## src/rtl/rvfpm_xif_issue_queue_pkg.sv

```systemverilog
// ============================================================================
// pa_rvfpm : shared types and opcode constants for the rvfpm XIF front-end
// Revision : 1.0
// ============================================================================
`default_nettype none

package pa_rvfpm;

  localparam int X_ID_WIDTH  = 4;
  localparam int X_NUM_RS    = 3;
  localparam int X_RFR_WIDTH = 32;

  localparam logic [6:0] OPC_OP_FP    = 7'b1010011;
  localparam logic [6:0] OPC_FMADD    = 7'b1000011;
  localparam logic [6:0] OPC_FMSUB    = 7'b1000111;
  localparam logic [6:0] OPC_FNMSUB   = 7'b1001011;
  localparam logic [6:0] OPC_FNMADD   = 7'b1001111;
  localparam logic [6:0] OPC_LOAD_FP  = 7'b0000111;
  localparam logic [6:0] OPC_STORE_FP = 7'b0100111;

  typedef struct packed {
    logic [31:0]                             instr;
    logic [1:0]                              mode;
    logic [X_ID_WIDTH-1:0]                   id;
    logic [X_NUM_RS-1:0][X_RFR_WIDTH-1:0]    rs;
    logic [X_NUM_RS-1:0]                     rs_valid;
    logic [5:0]                              ecs;
    logic                                    ecs_valid;
  } x_issue_req_t;

  typedef struct packed {
    logic accept;
    logic writeback;
    logic dualwrite;
    logic dualread;
    logic loadstore;
    logic ecswrite;
    logic exc;
  } x_issue_resp_t;

  typedef struct packed {
    logic [X_ID_WIDTH-1:0] id;
    logic                  commit_kill;
  } x_commit_t;

  typedef struct packed {
    logic [31:0]                             instr;
    logic [X_ID_WIDTH-1:0]                   id;
    logic [X_NUM_RS-1:0][X_RFR_WIDTH-1:0]    rs;
    logic                                    valid;
    logic                                    committed;
    logic                                    killed;
  } fpq_entry_t;

endpackage

`default_nettype wire

```

## src/rtl/rvfpm_xif_issue_queue_decode.sv

```systemverilog
// ============================================================================
// rvfpm_xif_decode : combinational XIF issue decode for the rvfpm FPU
// Revision : 1.0
// ============================================================================
`default_nettype none

module rvfpm_xif_decode
  import pa_rvfpm::*;
(
  input  logic [31:0]   instr_i,
  output x_issue_resp_t issue_resp_o,
  output logic          needs_rs_o
);

  logic [6:0]  w_opcode;
  logic [4:0]  w_funct5;
  logic [19:0] unused_instr_bits;

  assign w_opcode          = instr_i[6:0];
  assign w_funct5          = instr_i[31:27];
  assign unused_instr_bits = instr_i[26:7];

  always_comb begin
    issue_resp_o = '0;
    needs_rs_o   = 1'b0;
    case (w_opcode)
      OPC_OP_FP: begin
        issue_resp_o.accept    = 1'b1;
        // FCVT.W/FMV.X/compare class write the integer register file
        issue_resp_o.writeback = (w_funct5 == 5'b11000) || (w_funct5 == 5'b11100) ||
                                 (w_funct5 == 5'b10100);
        needs_rs_o             = (w_funct5 == 5'b11010) || (w_funct5 == 5'b11110);
      end
      OPC_FMADD, OPC_FMSUB, OPC_FNMSUB, OPC_FNMADD: begin
        issue_resp_o.accept = 1'b1;
      end
      OPC_LOAD_FP, OPC_STORE_FP: begin
        issue_resp_o.accept    = 1'b1;
        issue_resp_o.loadstore = 1'b1;
        needs_rs_o             = 1'b1;
      end
      default: begin
      end
    endcase
  end

endmodule

`default_nettype wire

```

## src/rtl/rvfpm_xif_issue_queue.sv

```systemverilog
// ============================================================================
// rvfpm_xif_issue_queue : XIF issue front-end with in-order commit-gated queue
// Revision : 1.0
// ============================================================================
`default_nettype none

module rvfpm_xif_issue_queue
  import pa_rvfpm::*;
#(
  parameter int X_ID_WIDTH  = pa_rvfpm::X_ID_WIDTH,
  parameter int X_NUM_RS    = pa_rvfpm::X_NUM_RS,
  parameter int X_RFR_WIDTH = pa_rvfpm::X_RFR_WIDTH,
  parameter int DEPTH       = 4
) (
  input  logic                            clk_i,
  input  logic                            rst_ni,
  input  logic                            issue_valid_i,
  output logic                            issue_ready_o,
  input  x_issue_req_t                    issue_req_i,
  output x_issue_resp_t                   issue_resp_o,
  input  logic                            commit_valid_i,
  input  logic [X_ID_WIDTH-1:0]           commit_id_i,
  input  logic                            commit_kill_i,
  input  logic                            flush_i,
  output logic                            disp_valid_o,
  input  logic                            disp_ready_i,
  output logic [31:0]                     disp_instr_o,
  output logic [X_ID_WIDTH-1:0]           disp_id_o,
  output logic [X_NUM_RS*X_RFR_WIDTH-1:0] disp_rs_o,
  output logic [$clog2(DEPTH):0]          count_o
);

  localparam int PW = $clog2(DEPTH);

  fpq_entry_t      q_q [DEPTH];
  fpq_entry_t      q_d [DEPTH];
  logic [PW:0]     wr_ptr_q, wr_ptr_d;
  logic [PW:0]     rd_ptr_q, rd_ptr_d;
  logic [PW-1:0]   w_wr_idx, w_rd_idx;
  logic            w_needs_rs, w_full, w_push, w_pop, w_drop;
  x_commit_t       w_commit;
  fpq_entry_t      w_head, w_new;
  logic            unused_issue_bits;

  assign unused_issue_bits = ^{issue_req_i.mode, issue_req_i.ecs, issue_req_i.ecs_valid,
                               issue_req_i.rs_valid};

  rvfpm_xif_decode u_decode (
    .instr_i      (issue_req_i.instr),
    .issue_resp_o (issue_resp_o),
    .needs_rs_o   (w_needs_rs)
  );

  assign w_commit.id          = commit_id_i;
  assign w_commit.commit_kill = commit_kill_i;

  assign w_wr_idx = wr_ptr_q[PW-1:0];
  assign w_rd_idx = rd_ptr_q[PW-1:0];
  assign count_o  = wr_ptr_q - rd_ptr_q;
  assign w_full   = (count_o == (PW+1)'(DEPTH));

  assign issue_ready_o = rst_ni & ~w_full & (~w_needs_rs | issue_req_i.rs_valid[0]);
  assign w_push        = issue_valid_i & issue_ready_o & issue_resp_o.accept;

  assign w_head       = q_q[w_rd_idx];
  assign disp_valid_o = rst_ni & w_head.valid & w_head.committed & ~w_head.killed;
  assign w_drop       = w_head.valid & w_head.killed;
  assign w_pop        = (disp_valid_o & disp_ready_i) | w_drop;

  assign disp_instr_o = disp_valid_o ? w_head.instr : '0;
  assign disp_id_o    = disp_valid_o ? w_head.id    : '0;
  assign disp_rs_o    = disp_valid_o ? w_head.rs    : '0;

  always_comb begin
    w_new.instr     = issue_req_i.instr;
    w_new.id        = issue_req_i.id;
    w_new.rs        = issue_req_i.rs;
    w_new.valid     = 1'b1;
    w_new.committed = 1'b0;
    w_new.killed    = 1'b0;
    // a commit for the id being issued lands directly in the new entry
    if (commit_valid_i && (w_commit.id == issue_req_i.id)) begin
      w_new.committed = ~w_commit.commit_kill;
      w_new.killed    = w_commit.commit_kill;
    end

    for (int i = 0; i < DEPTH; i++) begin
      q_d[i] = q_q[i];
      if (commit_valid_i && q_q[i].valid && !q_q[i].committed && !q_q[i].killed &&
          (q_q[i].id == w_commit.id)) begin
        q_d[i].committed = ~w_commit.commit_kill;
        q_d[i].killed    = w_commit.commit_kill;
      end
      if (w_pop && (PW'(i) == w_rd_idx)) begin
        q_d[i].valid = 1'b0;
      end
      if (w_push && (PW'(i) == w_wr_idx)) begin
        q_d[i] = w_new;
      end
    end

    wr_ptr_d = wr_ptr_q + (PW+1)'(w_push);
    rd_ptr_d = rd_ptr_q + (PW+1)'(w_pop);
  end

  always_ff @(posedge clk_i) begin
    if (!rst_ni || flush_i) begin
      wr_ptr_q <= '0;
      rd_ptr_q <= '0;
      for (int i = 0; i < DEPTH; i++) begin
        q_q[i] <= '0;
      end
    end else begin
      wr_ptr_q <= wr_ptr_d;
      rd_ptr_q <= rd_ptr_d;
      for (int i = 0; i < DEPTH; i++) begin
        q_q[i] <= q_d[i];
      end
    end
  end

endmodule

`default_nettype wire

```

## config.mk

```make
export PLATFORM = sky130hd
export DESIGN_NAME = rvfpm_xif_issue_queue
export DESIGN_NICKNAME = d
export VERILOG_FILES = /design/src/rtl/rvfpm_xif_issue_queue_pkg.sv /design/src/rtl/rvfpm_xif_issue_queue_decode.sv /design/src/rtl/rvfpm_xif_issue_queue.sv
export SDC_FILE = /design/constraint.sdc
export NUM_CORES = 1
export LEC_CHECK = 0
export ABC_AREA = 1
export CAP_MARGIN = 20
export CORE_ASPECT_RATIO = 2
export CORE_MARGIN = 8
export CORE_UTILIZATION = 45
export DETAILED_ROUTE_END_ITERATION = 12
export PLACE_DENSITY = 0.78
export SLEW_MARGIN = 25
export SYNTH_ARGS = -nofsm -noshare
export SYNTH_HDL_FRONTEND = slang
export SYNTH_SLANG_ARGS = --single-unit
```

## constraint.sdc

```tcl
create_clock -name clk_i -period 3.5 [get_ports clk_i]
set_clock_uncertainty 0.2 [all_clocks]
set_input_delay 0.7 -clock clk_i [delete_from_list [all_inputs] [get_ports clk_i]]
set_output_delay 0.7 -clock clk_i [all_outputs]
set_load 0.01 [all_outputs]
```

* Word-level counts from Yosys, hierarchy flattened
Memories as Yosys holds them, arrays and structs flattened. A register that Yosys moved wholly into a read port is not among the register bits.
Index checks and enable logic that the tools add are counted.
** Operators by class
- Add/sub/neg operators :: 3
- Eq/ne operators :: 24
- Multiplexer cells :: 28
- Bitwise gates (word level) :: 19
- Reductions and logical operators :: 42
** Operator list (number)
- $mux 135 :: 8
- $mux 96 :: 1
- $eq 7x7->1 const B :: 5
- $mux 32 :: 1
- $eq 5x5->1 const B :: 5
- $logic_and 1x1->1 :: 25
- $eq 4x4->1 :: 5
- $mux 2 :: 6
- $mux 1 :: 10
- $and 1x1->1 :: 9
- $logic_not 1->1 :: 9
- $eq 2x2->1 const A :: 4
- $eq 7x3->1 const B :: 1
- $eq 7x6->1 const B :: 1
- $reduce_or 7->1 :: 1
- $add 3x1->3 :: 2
- $or 1x1->1 :: 6
- $eq 1x2->1 const A :: 2
- $logic_not 2->1 :: 2
- $logic_or 1x1->1 :: 4
- $mux 4 :: 1
- $not 1->1 :: 4
- $eq 3x3->1 const B :: 1
- $sub 3x3->3 :: 1
- other kinds (2) :: 2
** Word-level totals
- Bits in registers :: 6
- Memory bits (writable) :: 540
- Input bits :: 155
- Output and inout bits :: 144
- Word-level logic and storage cells :: 119
- Memories :: 1
** Memory list
- q_q :: words 4, bits a word 135, read ports 5, clocked after memory_dff 1, wr ports 4, line rvfpm_xif_issue_queue.sv:35 : fpq_entry_t q_q [DEPTH];

* Longest topological paths before layout
- Depth after elaboration :: 11
- Depth in mapped cells :: 15
- Mapped depth without buffers :: 14

* Modules after synthesis
A second synthesis with hierarchy kept.
** Unflattened totals
- Cell total of the unflattened synthesis :: 3015
- Area total of the unflattened synthesis :: 22768.1 um^2
** By module, submodules not included
- rvfpm_xif_issue_queue :: times used 1, cells each 2986, area each 22628.0 um^2, seq. area each 10930.5 um^2
- rvfpm_xif_decode :: times used 1, cells each 29, area each 140.1 um^2, seq. area each 0.0 um^2

* Worst setup path after synthesis
OpenSTA, ideal clock, no wires.
- Path type :: register to register
- Start point :: register wr_ptr_q[0]
- End point :: register wr_ptr_q[2]
- Setup time :: 0.128 ns
- Data arrival time :: 2.300 ns
- Required time :: 3.172 ns
- Path slack :: 0.872 ns
- Cell stages (with the launch flop) :: 16
- Clock period less this slack :: 2.628 ns
- Path through :: dfxtp_1 inv_1 ha_1 fa_1 nand2_1 inv_1 nand3_1 nand2_1 inv_2 nand2_1 nor2_4 buf_2 ha_1 ha_1 xnor2_1 nor2_1
** On the way
- Word-level cells in the longest chain between the ends :: 8
** RTL lines
- start: declaration :: line rvfpm_xif_issue_queue.sv:37 : logic [PW:0] wr_ptr_q, wr_ptr_d;
- start signal: assignment :: line rvfpm_xif_issue_queue.sv:114 : wr_ptr_q <= wr_ptr_d;
- $sub 3x3->3 :: line rvfpm_xif_issue_queue.sv:59 : assign count_o = wr_ptr_q - rd_ptr_q;
- $eq 3x3->1 :: line rvfpm_xif_issue_queue.sv:60 : assign w_full = (count_o == (PW+1)'(DEPTH));
- $not 1->1 :: line rvfpm_xif_issue_queue.sv:62 : assign issue_ready_o = rst_ni & ~w_full & (~w_needs_rs | issue_req_i.rs_valid[0]);
- $and 1x1->1 (2 in a row) :: line rvfpm_xif_issue_queue.sv:62
- $and 1x1->1 (2 in a row) :: line rvfpm_xif_issue_queue.sv:63 : assign w_push = issue_valid_i & issue_ready_o & issue_resp_o.accept;
- $add 3x1->3 (*) :: line rvfpm_xif_issue_queue.sv:102 : wr_ptr_d = wr_ptr_q + (PW+1)'(w_push);
Mark *: on every way between the ends. The rest lies on a longest branch, timed or not.
A chain may end at the register's enable or synchronous reset.

==> metrics.txt <==
outcome=completed; final worst setup slack=0.0288 ns; Pre-antenna DRT Iters=6; final instance area=0.0290 mm^2; CTS tree=built; Yosys cell types=36; Pleak=9.41 nW; Antenna Nets Post-Route=0; period utilisation layout=0.992; Root Buffer=clkbuf_16; pin count of the biggest net entering global routing=143; vias in the first global route=22486; crit path time final=3.47 ns; Die ar.=0.0595 mm^2; DR iter-0 viols=2174; # IOs=299; initial antenna violation count=12; GPL Wtd Cong=0.832; relative slew slack=0.492; synthesis-stage register bit count=546; clock-pin slew on the worst setup and hold paths=0.07 ns; Worst EP arrival=2.57 ns; Worst Hold Class=register to register; dominant cells by area after synthesis=dfxtp_1, a21oi_1, nand3_1, o21ai_0, nand2_1; dpl hpwl=50.5 mm; Max Cap Viol=0; clk_lat worst skew=0.58 ns; Critical Path End Type=output port; Startpoint Class=register; vias per inst=5.87; layout cells sized above 1=0.108; CP Data Required Time=2.60 ns; final setup violation count=0; input/output buffers=283; clock sinks=546; Cells after Synth=3040; Syn Area/Cell=7.63 um^2; Syn Std Cell Area=0.0232 mm^2; setup TNS=0 ns; Layout area overhead=25.0%; final wirelength=80.7 mm; number of synthesized flops with an enable pin=0; Max VDD drop=0.000369 V; commonest non-fill, non-tap cell in the layout=dfxtp_1; hold_buf cts=0; DRC=0; CP Class=register to output port; fmax=288 MHz; first-pass GRT wire length=123 mm; Post-synth ARST share=0; Final Hold Fails=0; FP Rows=117; Clock Tree Buf Depth=3; Synth area leader=dfxtp_1; CTS buffer count=47; H-Tree Depth=2; DIE HEIGHT=337 um; max-slew violation count=0; Worst Path Max Fanout=5; Vias=23214; worst-margin pin slew=0.762 ns; RSZ-0062 raised after global routing=true; post-synth top area share=0.471; Layout Nets=3417; CORE AREA=0.0509 mm^2; Post-DP Area=0.0274 mm^2; die width=177 um; initial core utilization=0.455; wire per inst=20.4 um; Yosys warning total=0; pre-CTS setup slack=-0.0768 ns; register area share after synthesis=0.471; All-Layer GR Usage=0.258; Pwr per Cell Area=422 mW/mm^2; most frequent cells in the layout=dfxtp_1, a21oi_1, nand2_1; GR Overflow Total=0; Pwr Total=0.0122 W; Synth Flop Type=dfxtp_1; Fillers=4680
-- path summary, 6_finish.rpt --
path | from | to | slack (ns) | cells after the start
setup reg to reg | wr_ptr_q[0] | q_q[1][40] | 0.54 | 14
setup / recovery | rd_ptr_q[1] | disp_rs_o[1] | 0.03 | 12
hold reg to reg | q_q[0][4] | q_q[0][4] | 0.25 | 2
hold / removal | q_q[0][4] | q_q[0][4] | 0.25 | 2
-- power by group --
group / leakage, nW / switching, W / internal (W)
Sequential: 4.40 / 0.00000234 / 0.00621
Combinational: 4.24 / 0.000310 / 0.000232
Clock: 0.781 / 0.00239 / 0.00307
-- metal layers --
metal / global-route usage / up-vias / share of wire
met4: 0.166 / 0 / 0.060
met2: 0.456 / 1061 / 0.50
met1: 0.283 / 11030 / 0.37
met3: 0.0394 / 258 / 0.068
met5: 0 / - / 0
li1: - / 10865 / -
-- metrics by stage --
step,util,hold slack [ns],instances
floorplan,-,0.230,3043
global placement,0.538,0.237,3849
detailed placement,0.538,0.244,3849
CTS,0.571,0.254,3943
global route,0.569,0.269,3957
finish,0.569,0.253,3958
-- sequential cells by signal, summed over array words and instances (netlist names) --
register and cells:
rd_ptr_q 3, wr_ptr_q 3, q_q 540
-- critical path, stage by stage (launching register included) --
cell and delay (ns):
dfxtp_4 0.37, buf_6 0.13, nor2_4 0.14, inv_4 0.07, o21ai_1 0.12, a21oi_1 0.06, o21ai_2 0.10, nand4_4 0.13
buf_4 0.16, buf_6 0.13, bufbuf_16 0.29, nor2_2 0.11, buf_2 0.15
-- cell families after synthesis --
logic type               count (synthesis)  synth area share
AO/OA/AOI/OAI                         1080             0.262
AND/OR/NAND/NOR                        799             0.149
buffers and inverters                  598             0.110
flip-flops                             546             0.471
XOR/XNOR                                10           0.00378
adder cells (fa/ha/maj)                  6           0.00356
other                                    1          0.000162
-- cells in the mapped netlist (8+ instances only) --
master    instances
a21oi_1         540
a221oi_1        132
buf_2            71
buf_4            24
buf_6            15
clkbuf_1        160
dfxtp_1         546
inv_1           311
inv_2             8
nand2_1         316
nand3_1         271
nand4_1           8
nor2_1          181
o21ai_0         262
o21ai_1           9
o22ai_1         133
-- area by class of cell --
type | instances | area (um^2) | area share
clock inverter | 17 | 226 | 0.00781
multi-input combinational | 1899 | 9900 | 0.341
tap | 654 | 818 | 0.0282
sequential | 546 | 10900 | 0.377
clock buffer | 68 | 1360 | 0.0467
inverter | 320 | 1210 | 0.0419
timing repair buffer | 442 | 4510 | 0.156
antenna | 12 | 30.0 | 0.00104
-- what timing repair did --
item,4_1_cts,5_1_grt
pin swaps,2,3
gates resized for setup,322,56
hold endpoints to repair,0,0
buffers inserted,5,3
endpoints found under the setup margin,135,98
cloned,4,0
(Power assumes the default switching activity.)
